<file path="src/rtl/dmn_para_ser.sv">
// dmn_para_ser: requests a result from the dmn stage, captures it and streams it
// out as a checksummed 15-byte frame over a valid/ready byte link.
module dmn_para_ser #(
    parameter logic [31:0] TIMEOUT = 32'd1000,
    parameter logic [7:0]  HDR     = 8'hA5
) (
    input  logic        clk,
    input  logic        rst_n,
    input  logic        start,
    output logic        dmn_en,
    input  logic        dmn_end,
    input  logic        zero,
    input  logic [31:0] dmn_para1,
    input  logic [31:0] dmn_para2,
    input  logic [31:0] dmn_para3,
    output logic [7:0]  tx_data,
    output logic        tx_valid,
    input  logic        tx_ready,
    output logic        busy,
    output logic        done,
    output logic        err
);
    typedef enum logic [1:0] {IDLE, WAIT, SEND} state_t;
    state_t state, state_nxt;
    logic [31:0] cnt, p1, p2, p3;
    logic [3:0] idx;
    logic [7:0] csum;
    logic zero_q, timeout_hit, accept, last;
    logic [14:0][7:0] frame;
    // frame[i] is byte i on the wire; slot 14 carries the running checksum
    always_comb begin
        frame = {csum,
                 p3[7:0], p3[15:8], p3[23:16], p3[31:24],
                 p2[7:0], p2[15:8], p2[23:16], p2[31:24],
                 p1[7:0], p1[15:8], p1[23:16], p1[31:24],
                 7'b0, zero_q, HDR};
        timeout_hit = (TIMEOUT != 32'd0) && (cnt == TIMEOUT - 32'd1);
        accept = (state == SEND) && tx_ready;
        last = accept && (idx == 4'd14);
        dmn_en = state == WAIT;
        tx_valid = state == SEND;
        busy = state != IDLE;
        tx_data = tx_valid ? frame[idx] : 8'h00;
        state_nxt = (state == IDLE) ? (start ? WAIT : IDLE) :
                    (state == WAIT) ? (dmn_end ? SEND : timeout_hit ? IDLE : WAIT) :
                    (last ? IDLE : SEND);
    end
    always_ff @(posedge clk) begin
        if (!rst_n) begin
            state <= IDLE;
            cnt <= 32'd0;
            idx <= 4'd0;
            csum <= 8'h00;
            zero_q <= 1'b0;
            p1 <= 32'd0;
            p2 <= 32'd0;
            p3 <= 32'd0;
            done <= 1'b0;
            err <= 1'b0;
        end else begin
            state <= state_nxt;
            done <= (state == WAIT && !dmn_end && timeout_hit) || last;
            if (state == IDLE && start) begin
                err <= 1'b0;
                cnt <= 32'd0;
            end
            if (state == WAIT) begin
                cnt <= cnt + 32'd1;
                if (dmn_end) begin
                    zero_q <= zero;
                    p1 <= dmn_para1;
                    p2 <= dmn_para2;
                    p3 <= dmn_para3;
                    idx <= 4'd0;
                    csum <= 8'h00;
                end else if (timeout_hit) begin
                    err <= 1'b1;
                end
            end
            if (accept) begin
                idx <= last ? idx : idx + 4'd1;
                csum <= csum ^ tx_data;
            end
        end
    end
endmodule

</file>
<file path="config.mk">
export PLATFORM = sky130hd
export DESIGN_NAME = dmn_para_ser
export DESIGN_NICKNAME = d
export VERILOG_FILES = /design/src/rtl/dmn_para_ser.sv
export SDC_FILE = /design/constraint.sdc
export NUM_CORES = 1
export LEC_CHECK = 0
export BUFFER_PORTS_ARGS = -buffer_cell sky130_fd_sc_hd__buf_2
export CORE_MARGIN = 2
export CORE_UTILIZATION = 53
export CTS_BUF_LIST = sky130_fd_sc_hd__clkbuf_8
export DETAILED_ROUTE_END_ITERATION = 7
export GPL_TIMING_DRIVEN = 1
export PLACE_DENSITY_LB_ADDON = 0.3
export SLEW_MARGIN = 25
export SYNTH_ARGS = -nofsm -noshare
export SYNTH_HDL_FRONTEND = slang
export SYNTH_SLANG_ARGS = --single-unit
</file>
<file path="constraint.sdc">
create_clock -name clk -period 1.95 [get_ports clk]
set_clock_uncertainty 0.15 [all_clocks]
set_input_delay 0.0975 -clock clk [delete_from_list [all_inputs] [get_ports clk]]
set_output_delay 0.0975 -clock clk [all_outputs]
set_load 0.01 [all_outputs]
</file>
==> flow_metrics.env, run 1 <==
export IMPL_start_kind="flop"
export IMPL_ys_seq_area_share_pct=42.2
export IMPL_internal_power_mw=4.53
export IMPL_grt_pass1_wl_mm=34.6
export IMPL_synth_seq_cells=145
export IMPL_layout_drive_gt1_share_pct=28.0
export IMPL_die_y_um=118
export IMPL_port_buffers=114
export IMPL_status="finished, violations left"
export IMPL_rows=41
export IMPL_cts_tree="yes"
export IMPL_drt_pass1_iterations=6
export IMPL_critPathMaxFanout=5
export IMPL_numCtsBuffers=17
export IMPL_violations="negative setup slack"
export IMPL_synth_distinct_cells=61
export IMPL_synth_edf_count=0
export IMPL_cpMaxStageDelayCell="dfxtp_4"
export IMPL_cts_htree_levels=4
export IMPL_grt_ovfl_total=0
export IMPL_switching_share_pct=26.1
export IMPL_viasPerCell=5.75
export IMPL_hp_class="in -> reg"
export IMPL_cp_arrival_ns=2.05
export IMPL_dp_final_hpwl_mm=12.8
export IMPL_r2r_slack_ns=-0.09
export IMPL_setup_viol=11
export IMPL_switchingPower_mw=1.60
export IMPL_die_w_um=118
export IMPL_rsz0062_at_grt="true"
export IMPL_clk_path_buf_depth=2
export IMPL_wl_mm=23.1
export IMPL_hold_violations=0
export IMPL_root_buffer="clkbuf_8"
export IMPL_path_class="reg -> out"
export IMPL_syn_inst=842
export IMPL_detail_route_antenna_nets=0
export IMPL_ios=115
export IMPL_die_area_um2=13900
export IMPL_r2r_end="csum[0]"
export IMPL_p_seq_share_pct=50.6
export IMPL_place_congestion=0.929
export IMPL_syn_num_nets=947
export IMPL_period_share_pct=118
export IMPL_yosysWarnings=0
export IMPL_holdPathEnd="p2[3]"
export IMPL_path_cells="buf_12 -> buf_16 -> nor2b_4 -> buf_6 -> a21oi_2 -> o221ai_2 -> and3_4 -> buf_2"
export IMPL_grt_use_total_pct=31.2
export IMPL_comb_power_share_pct=13.0
export IMPL_reg2reg_from="idx[2]"
export IMPL_worst_setup_path_end_kind="output pin"
export IMPL_initial_core_util_pct=54.3
export IMPL_route_vias_total=7309
export IMPL_synth_async_reset_ratio_pct=0
export IMPL_syn_to_final_growth_pct=43.3
export IMPL_grt_max_degree=54
export IMPL_peakVddDrop_mv=0.370
export IMPL_max_clock_freq_mhz=434
export IMPL_cp_required_ns=1.70
export IMPL_final_nets=1191
export IMPL_p_leak_nw=3.95
export IMPL_coreArea_um2=12700
export IMPL_synth_top_cell_area_share_pct=42.2
export IMPL_critical_path_max_stage_delay_ns=0.37
export IMPL_r2r_cells=7
export IMPL_drc=0
export IMPL_synth_ff_type="dfxtp_1"
export IMPL_grt_pass1_vias=6965
export IMPL_fin_util_pct=77.9
export IMPL_yosys_area_top_type="dfxtp_1"
export IMPL_hold_start="dmn_para2[3]"
export IMPL_syn_area_um2=6880
export IMPL_worst_slew_pin_transition_ns=0.428
export IMPL_drt_iter0_drc=659
export IMPL_timing_hold_ws_ns=0.258
export IMPL_cts_sinks=145
export IMPL_drv_slew=0
export IMPL_clk_pin_slew_worst_paths_ns=0.08
export IMPL_antenna_found_initial=1
export IMPL_avgSynthCellArea_um2=8.17
export IMPL_min_path_cells=4
export IMPL_cap_violations=0
export IMPL_worstSkewPairLatency_ns=0.46
export IMPL_p_clk_share_pct=36.4
export IMPL_synthTopCellsByArea="dfxtp_1 (42%), nand2_1 (12%), a21oi_1 (5.5%)"
export IMPL_wire_per_inst_um=18.1
export IMPL_setup_ws_ns=-0.352
export IMPL_relSlewSlack_pct=71.5
export IMPL_fin_crit_ns=2.30
export IMPL_p_per_area_nw_per_um2=621
## timing repair
action,in CTS,in global routing
gates cloned,2,2
resized for setup,42,45
pin swaps,7,9
hold endpoints to repair,107,0
hold buffers,101,0
setup endpoints to repair,15,39
setup buffers,11,3
## flip-flops by register name, indices dropped and copies added, names as in the netlist
register / flops
cnt: 32
p1: 32
p2: 32
p3: 32
csum: 8
idx: 4
state: 2
done: 1
err: 1
zero_q: 1
## kinds of logic (layout without fill, tap and decap cells)
group | Yosys count | count (layout) | share of synthesized area (%)
muxes | 58 | 58 | 9.34
AOI/OAI and AO/OA | 184 | 184 | 17.2
and+or+nand+nor | 377 | 377 | 25.6
other | 0 | 1 | 0
DFF | 145 | 145 | 42.2
xor gates and xnor gates | 2 | 2 | 0.255
buffers and inverters | 73 | 329 | 4.84
adders and majority gates | 3 | 3 | 0.545
## cells in the mapped netlist (3+ instances only)
cell,count
a21boi_0,31
a21oi_1,76
a31oi_1,3
a32oi_1,3
and2_1,16
and3_1,15
and4_1,3
buf_2,26
buf_4,5
clkbuf_1,29
dfxtp_1,145
ha_1,3
inv_1,11
mux2_2,20
mux2i_1,35
mux4_2,3
nand2_1,228
nand2b_1,15
nand3_1,27
nand4_1,9
nor2_1,26
nor2b_1,8
nor4_1,5
o2111ai_1,4
o21a_1,9
o21ai_0,14
o221ai_1,6
o22ai_1,11
o311ai_0,3
o31ai_1,4
o41ai_1,4
or3_1,3
or4_1,4
## power groups by stage
stage,logic (mW),clock network (mW),registers [mW]
floorplan,0.321,0,3.14
global placement,0.548,0,3.16
detailed placement,0.554,0,3.16
CTS,0.723,2.24,3.09
global route,0.858,2.37,3.11
finish,0.798,2.23,3.10
## per-stage QoR
step,setup TNS (ns),worst slack [ns],instances,power [mW],instance area (µm²)
2_1_floorplan,0,0.00977,842,3.46,6890
3_3_place_gp,0,0.0202,1120,3.71,7910
3_5_place_dp,-0.0417,-0.0161,1120,3.72,7910
4_1_cts,-2.33,-0.318,1265,6.06,9610
5_1_grt,-3.09,-0.391,1271,6.33,9870
6_report,-2.70,-0.352,1271,6.13,9870
## layer usage
metal | vias to the layer above | GRT usage, % | wire (µm)
li1 | 3418 | - | -
met1 | 3411 | 37.1 | 9040
met2 | 373 | 52.8 | 11100
met3 | 107 | 6.88 | 1810
met4 | 0 | 15.9 | 1110
met5 | - | 0 | 0
## worst max-delay path, delay by kind of cell (launching register included)
kind | cells | cell delay [ns]
AO/OA/AOI/OAI | 2 | 0.32
AND/OR/NAND/NOR | 2 | 0.38
flip-flops | 1 | 0.37
buffers and inverters | 4 | 0.51
## placed cells by master (no fill, tap or decap), types with 6 or more instances in the layout
master / instances
buf_4: 50
o21a_1: 9
a21boi_0: 30
dfxtp_2: 11
clkbuf_8: 20
a21oi_1: 73
buf_12: 12
dlygate4sd3_1: 101
and2_1: 15
dfxtp_1: 131
o22ai_1: 7
o21ai_0: 11
mux2_2: 18
mux2i_1: 30
and3_1: 13
buf_2: 114
nor2b_1: 6
nand2_1: 226
nand2b_1: 11
nand4_1: 9
inv_1: 13
nand3_1: 26
nor2_1: 22
## area by class of cell
| cell class | instances | area (µm²) |
|---|---|---|
| sequential | 145 | 2930 |
| antenna | 1 | 2.50 |
| clock inverter | 11 | 92.6 |
| clock buffer | 20 | 275 |
| tap | 172 | 215 |
| fill | 807 | 2810 |
| timing repair buffer | 286 | 2370 |
| inverter | 12 | 45.0 |
| multi-input combinational | 624 | 3940 |
## how the worst max path moves through the flow
| stage | startpoint | end | slack (ns) | cells after the start |
|---|---|---|---|---|
| 6_report | idx[2] | tx_data[4] | -0.35 | 8 |
| 5_1_grt | idx[0] | tx_data[7] | -0.39 | 8 |
| 4_1_cts | idx[1] | tx_data[5] | -0.32 | 8 |
| 3_5_place_dp | cnt[0] | cnt[22] | -0.02 | 7 |
| 3_3_place_gp | idx[1] | tx_data[4] | 0.02 | 6 |
| 2_1_floorplan | idx[0] | idx[0] | 0.01 | 8 |
No activity file was read; power rests on OpenSTA's default activity.
==> run 2, diff against run 1 <==
CORE_MARGIN = 5   (was 2)
REMOVE_ABC_BUFFERS = 1   (was not set)
==> flow_metrics.env, run 2 (synthesis gave the netlist of run 1 again) <==
export IMPL_cts_htree_levels=4
export IMPL_grt_pass1_wl_mm=32.6
export IMPL_ios=115
export IMPL_numCtsBuffers=17
export IMPL_status="finished, violations left"
export IMPL_root_buffer="clkbuf_8"
export IMPL_cp_required_ns=1.70
export IMPL_grt_pass1_vias=6798
export IMPL_syn_to_final_growth_pct=46.2
export IMPL_layout_commonest_cell="nand2_1"
export IMPL_p_leak_nw=4.06
export IMPL_max_clock_freq_mhz=431
export IMPL_highest_layer="met4"
export IMPL_rsz0062_at_grt="true"
export IMPL_grt_use_total_pct=27.0
export IMPL_final_nets=1189
export IMPL_initial_core_util_pct=54.3
export IMPL_cap_violations=0
export IMPL_setup_viol=15
export IMPL_path_class="reg -> out"
export IMPL_drt_pass1_iterations=6
export IMPL_relSlewSlack_pct=58.8
export IMPL_fin_crit_ns=2.32
export IMPL_wl_met3_mm=2.09
export IMPL_wl_mm=23.8
export IMPL_design_area_um2=10100
export IMPL_port_buffers=114
export IMPL_grt_max_degree=83
export IMPL_clk_path_buf_depth=2
export IMPL_drt_iter0_drc=896
export IMPL_route_vias_total=7529
export IMPL_drv_slew=0
export IMPL_rows=41
export IMPL_cts_tree="yes"
export IMPL_period_share_pct=119
export IMPL_cp_arrival_ns=2.07
export IMPL_dpl_instance_area_um2=7850
export IMPL_detail_route_antenna_nets=0
export IMPL_critPathMaxFanout=12
export IMPL_p_per_area_nw_per_um2=661
export IMPL_setup_ws_ns=-0.368
export IMPL_antenna_found_initial=0
export IMPL_clk_pin_slew_worst_paths_ns=0.08
export IMPL_hold_violations=1
export IMPL_route_met2_wl_mm=11.4
export IMPL_worst_slew_pin_transition_ns=0.617
export IMPL_timing_hold_ws_ns=-0.000989
export IMPL_final_cell_count_no_fill=1270
export IMPL_layout_drive_gt1_share_pct=28.5
export IMPL_dp_cells=1110
export IMPL_place_congestion=0.856
export IMPL_hp_class="in -> reg"
export IMPL_start_kind="flop"
export IMPL_dp_final_hpwl_mm=11.7
export IMPL_grt_ovfl_total=0
export IMPL_peakVddDrop_mv=0.639
export IMPL_wl_met1_mm=9.03
export IMPL_die_w_um=124
export IMPL_viasPerCell=5.93
export IMPL_coreArea_um2=12700
export IMPL_die_y_um=124
export IMPL_r2r_slack_ns=-0.17
export IMPL_cts_sinks=145
export IMPL_wire_per_inst_um=18.7
export IMPL_layout_common_cells="nand2_1 (223), dfxtp_1 (129), buf_2 (113), dlygate4sd3_1 (100), a21oi_1 (74)"
export IMPL_violations="negative hold slack, negative setup slack"
export IMPL_drc=0
export IMPL_worst_setup_path_end_kind="output pin"
export IMPL_die_area_um2=15400
export IMPL_worstSkewPairLatency_ns=0.46
## run 2: changes by cell type in the layout (fill, tap and decap cells not counted), sizes merged
| cell | change |
|---|---|
| buf | -1 |
| dlygate4sd3 | -1 |
| inv | -2 |
| bufinv | +3 |
| clkinvlp | -3 |
| clkbuf | +3 |
## run 2: worst max-delay path, stage by stage (launching register included)
cell and delay (ns):
dfxtp_4 0.40, buf_12 0.16, nor2b_1 0.13, buf_4 0.18
nand2_1 0.09, o221ai_2 0.10, o22a_1 0.24, nor2_2 0.15
buf_2 0.16
## run 2: area by class of cell
type,count,area (µm²)
tap,172,215
timing repair buffer,284,2410
multi-input combinational,624,3980
inverter,12,48.8
clock inverter,9,150
fill,720,2610
clock buffer,23,317
sequential,145,2940
antenna,1,2.50
## run 2: where the power goes
group / switching [mW] / leakage, nW / total, mW / internal [mW]
logic: 0.397 / 2.63 / 0.809 / 0.412
clock network: 1.15 / 0.240 / 2.75 / 1.60
registers: 0.0522 / 1.18 / 3.09 / 3.04
total: 1.60 / 4.06 / 6.65 / 5.04
## run 2: stage by stage
stage	power, mW	worst slack [ns]	TNS, ns	hold WS [ns]	utilization, %
floorplan	3.41	-1.50	-141.54	0.0650	-
global placement	3.70	0.0186	0	0.190	62.0
detailed placement	3.71	-0.0228	-0.0582	0.192	62.0
CTS	6.55	-0.269	-2.06	0.0125	76.5
global route	6.86	-0.407	-3.89	0.0105	79.4
finish	6.65	-0.368	-3.08	-0.000989	79.4
## run 2: path summary, 6_finish.rpt
| path | to | cells after the start | start |
|---|---|---|---|
| max | tx_data[2] | 8 | idx[2] |
| min | cnt[7] | 3 | rst_n |
| max reg2reg | csum[0] | 8 | idx[2] |
| min reg2reg | p2[26] | 2 | p2[26] |
## run 2: what timing repair did
item	CTS	global route
setup endpoints to repair	14	72
gates cloned	4	2
setup buffers	9	13
hold buffers	100	0
gates resized for setup	46	65
hold endpoints to repair	105	0
pin swaps	13	24
## run 2: metal layers
| layer | up-vias | track usage (%) |
|---|---|---|
| met5 | - | 0 |
| met4 | 0 | 11.4 |
| met3 | 158 | 6.63 |
| met2 | 508 | 44.9 |
| met1 | 3440 | 33.5 |
| li1 | 3423 | - |
==> run 3, diff against run 2 <==
PLACE_DENSITY_LB_ADDON = 0.25   (was 0.3)
==> flow_metrics.env, run 3 (synthesis gave the netlist of run 1 again) <==
export IMPL_grt_ovfl_total=0
export IMPL_start_kind="flop"
export IMPL_holdPathEnd="p3[21]"
export IMPL_critPathMaxFanout=8
export IMPL_min_path_cells=4
export IMPL_reg2reg_from="idx[1]"
export IMPL_route_vias_total=7434
export IMPL_die_area_um2=15400
export IMPL_rows=41
export IMPL_ios=115
export IMPL_switching_share_pct=25.4
export IMPL_final_cell_count_no_fill=1286
export IMPL_worst_setup_path_end_kind="output pin"
export IMPL_wl_mm=23.8
export IMPL_comb_power_share_pct=12.8
export IMPL_hold_violations=0
export IMPL_port_buffers=114
export IMPL_layout_common_cells="nand2_1 (224), dfxtp_1 (132), buf_2 (114), dlygate4sd3_1 (101), a21oi_1 (73)"
export IMPL_layout_drive_gt1_share_pct=29.7
export IMPL_cp_required_ns=1.70
export IMPL_antenna_found_initial=0
export IMPL_path_class="reg -> out"
export IMPL_setup_ws_ns=-0.490
export IMPL_p_leak_nw=4.11
export IMPL_p_clk_share_pct=38.8
export IMPL_fin_crit_ns=2.44
export IMPL_cpMaxStageDelayCell="dfxtp_2"
export IMPL_tns_ns=-3.12
export IMPL_critical_path_max_stage_delay_ns=0.35
export IMPL_setup_viol=11
export IMPL_status="finished, violations left"
export IMPL_drc=0
export IMPL_p_per_area_nw_per_um2=628
export IMPL_internal_power_mw=4.76
export IMPL_grt_use_total_pct=28.1
export IMPL_clk_pin_slew_worst_paths_ns=0.09
export IMPL_cp_arrival_ns=2.19
export IMPL_hp_class="in -> reg"
export IMPL_viasPerCell=5.78
export IMPL_period_share_pct=125
export IMPL_max_clock_freq_mhz=410
export IMPL_cts_htree_levels=4
export IMPL_dp_cells=1120
export IMPL_fillCellCount=734
export IMPL_die_w_um=124
export IMPL_drt_iter0_drc=906
export IMPL_grt_pass1_wl_mm=33.7
export IMPL_numCtsBuffers=17
export IMPL_drv_slew=0
export IMPL_worstSkewPairLatency_ns=0.47
export IMPL_cts_tree="yes"
export IMPL_layout_commonest_cell="nand2_1"
export IMPL_hold_start="dmn_para3[21]"
export IMPL_diodes=0
export IMPL_drt_pass1_iterations=7
export IMPL_wire_per_inst_um=18.5
export IMPL_critPathTopFamily="buffers and inverters"
export IMPL_clk_path_buf_depth=2
export IMPL_worst_slew_pin_transition_ns=0.501
export IMPL_grt_max_degree=71
export IMPL_syn_to_final_growth_pct=47.6
export IMPL_dp_final_hpwl_mm=12.0
export IMPL_r2r_end="csum[0]"
export IMPL_die_y_um=124
export IMPL_r2r_cells=8
export IMPL_detail_route_antenna_nets=0
export IMPL_switchingPower_mw=1.62
export IMPL_grt_pass1_vias=7129
export IMPL_cp_num_buf_inv=3
export IMPL_path_cells="buf_8 -> buf_6 -> mux2_4 -> o22ai_1 -> o21ai_1 -> and3_4 -> buf_2"
export IMPL_peakVddDrop_mv=0.423
export IMPL_initial_core_util_pct=54.3
export IMPL_coreArea_um2=12700
export IMPL_regArea_um2=2930
export IMPL_root_buffer="clkbuf_8"
export IMPL_final_nets=1207
export IMPL_r2r_slack_ns=-0.05
export IMPL_p_seq_share_pct=48.5
export IMPL_relSlewSlack_pct=66.6
export IMPL_rsz0062_at_grt="true"
export IMPL_cap_violations=0
export IMPL_fin_util_pct=80.2
export IMPL_multiInputGateArea_um2=4060
export IMPL_violations="negative setup slack"
export IMPL_place_congestion=0.855
export IMPL_cts_sinks=145
run 3: how the worst max path moves through the flow:
stage,to,start,cells after the start
2_1_floorplan,idx[1],state[1],6
3_3_place_gp,tx_data[2],idx[0],7
3_5_place_dp,cnt[8],cnt[0],7
4_1_cts,tx_data[7],idx[0],6
5_1_grt,tx_data[4],idx[2],7
6_report,tx_data[4],idx[2],7
run 3: worst register-to-register path: cells and delay by family, from the launching register on:
kind / cells / cell delay (ns)
AO/OA/AOI/OAI: 3 / 0.68
buffers and inverters: 4 / 0.55
flip-flops: 1 / 0.42
AND/OR/NAND/NOR: 1 / 0.09
run 3: through the flow:
step | power, mW | area (µm²) | hold WS, ns | setup WS (ns)
after floorplan | 3.41 | 6600 | 0.0650 | -1.50
after global placement | 3.70 | 7900 | 0.191 | 0.00834
after detailed placement | 3.71 | 7900 | 0.193 | -0.0384
after CTS | 6.28 | 9790 | 0.250 | -0.324
after global routing | 6.56 | 10200 | 0.286 | -0.499
final | 6.38 | 10200 | 0.268 | -0.490
run 3: timing repair:
item / in CTS / in global routing
setup buffers: 18 / 14
pin swaps: 23 / 27
hold endpoints to repair: 120 / 0
gates resized for setup: 57 / 63
endpoints found under the setup margin: 13 / 58
hold buffers: 101 / 0
gates cloned: 3 / 2
run 3: layout make-up:
cell class	instances	share of cell area (%)
clock buffers	19	2.57
clock inverters	12	1.40
flip-flops and latches	145	28.8
multi-input cells	624	40.0
well taps	172	2.12
inverters	12	0.444
repair buffers	302	24.7
run 3: routing by layer:
metal  track usage, %  share of wire [%]  up-vias
met4             11.2                3.5        0
met1             32.8                 40     3524
li1                 -                  -     3448
met2             50.3                 50      376
met5                0                  0        -
met3             5.54                7.0       86
run 3: power by group through the flow:
stage	Clock (mW)	Sequential [mW]	Combinational, mW
after global placement	0	3.15	0.550
after floorplan	0	3.15	0.267
after CTS	2.46	3.08	0.745
final	2.47	3.09	0.815
after detailed placement	0	3.15	0.557
after global routing	2.58	3.10	0.876
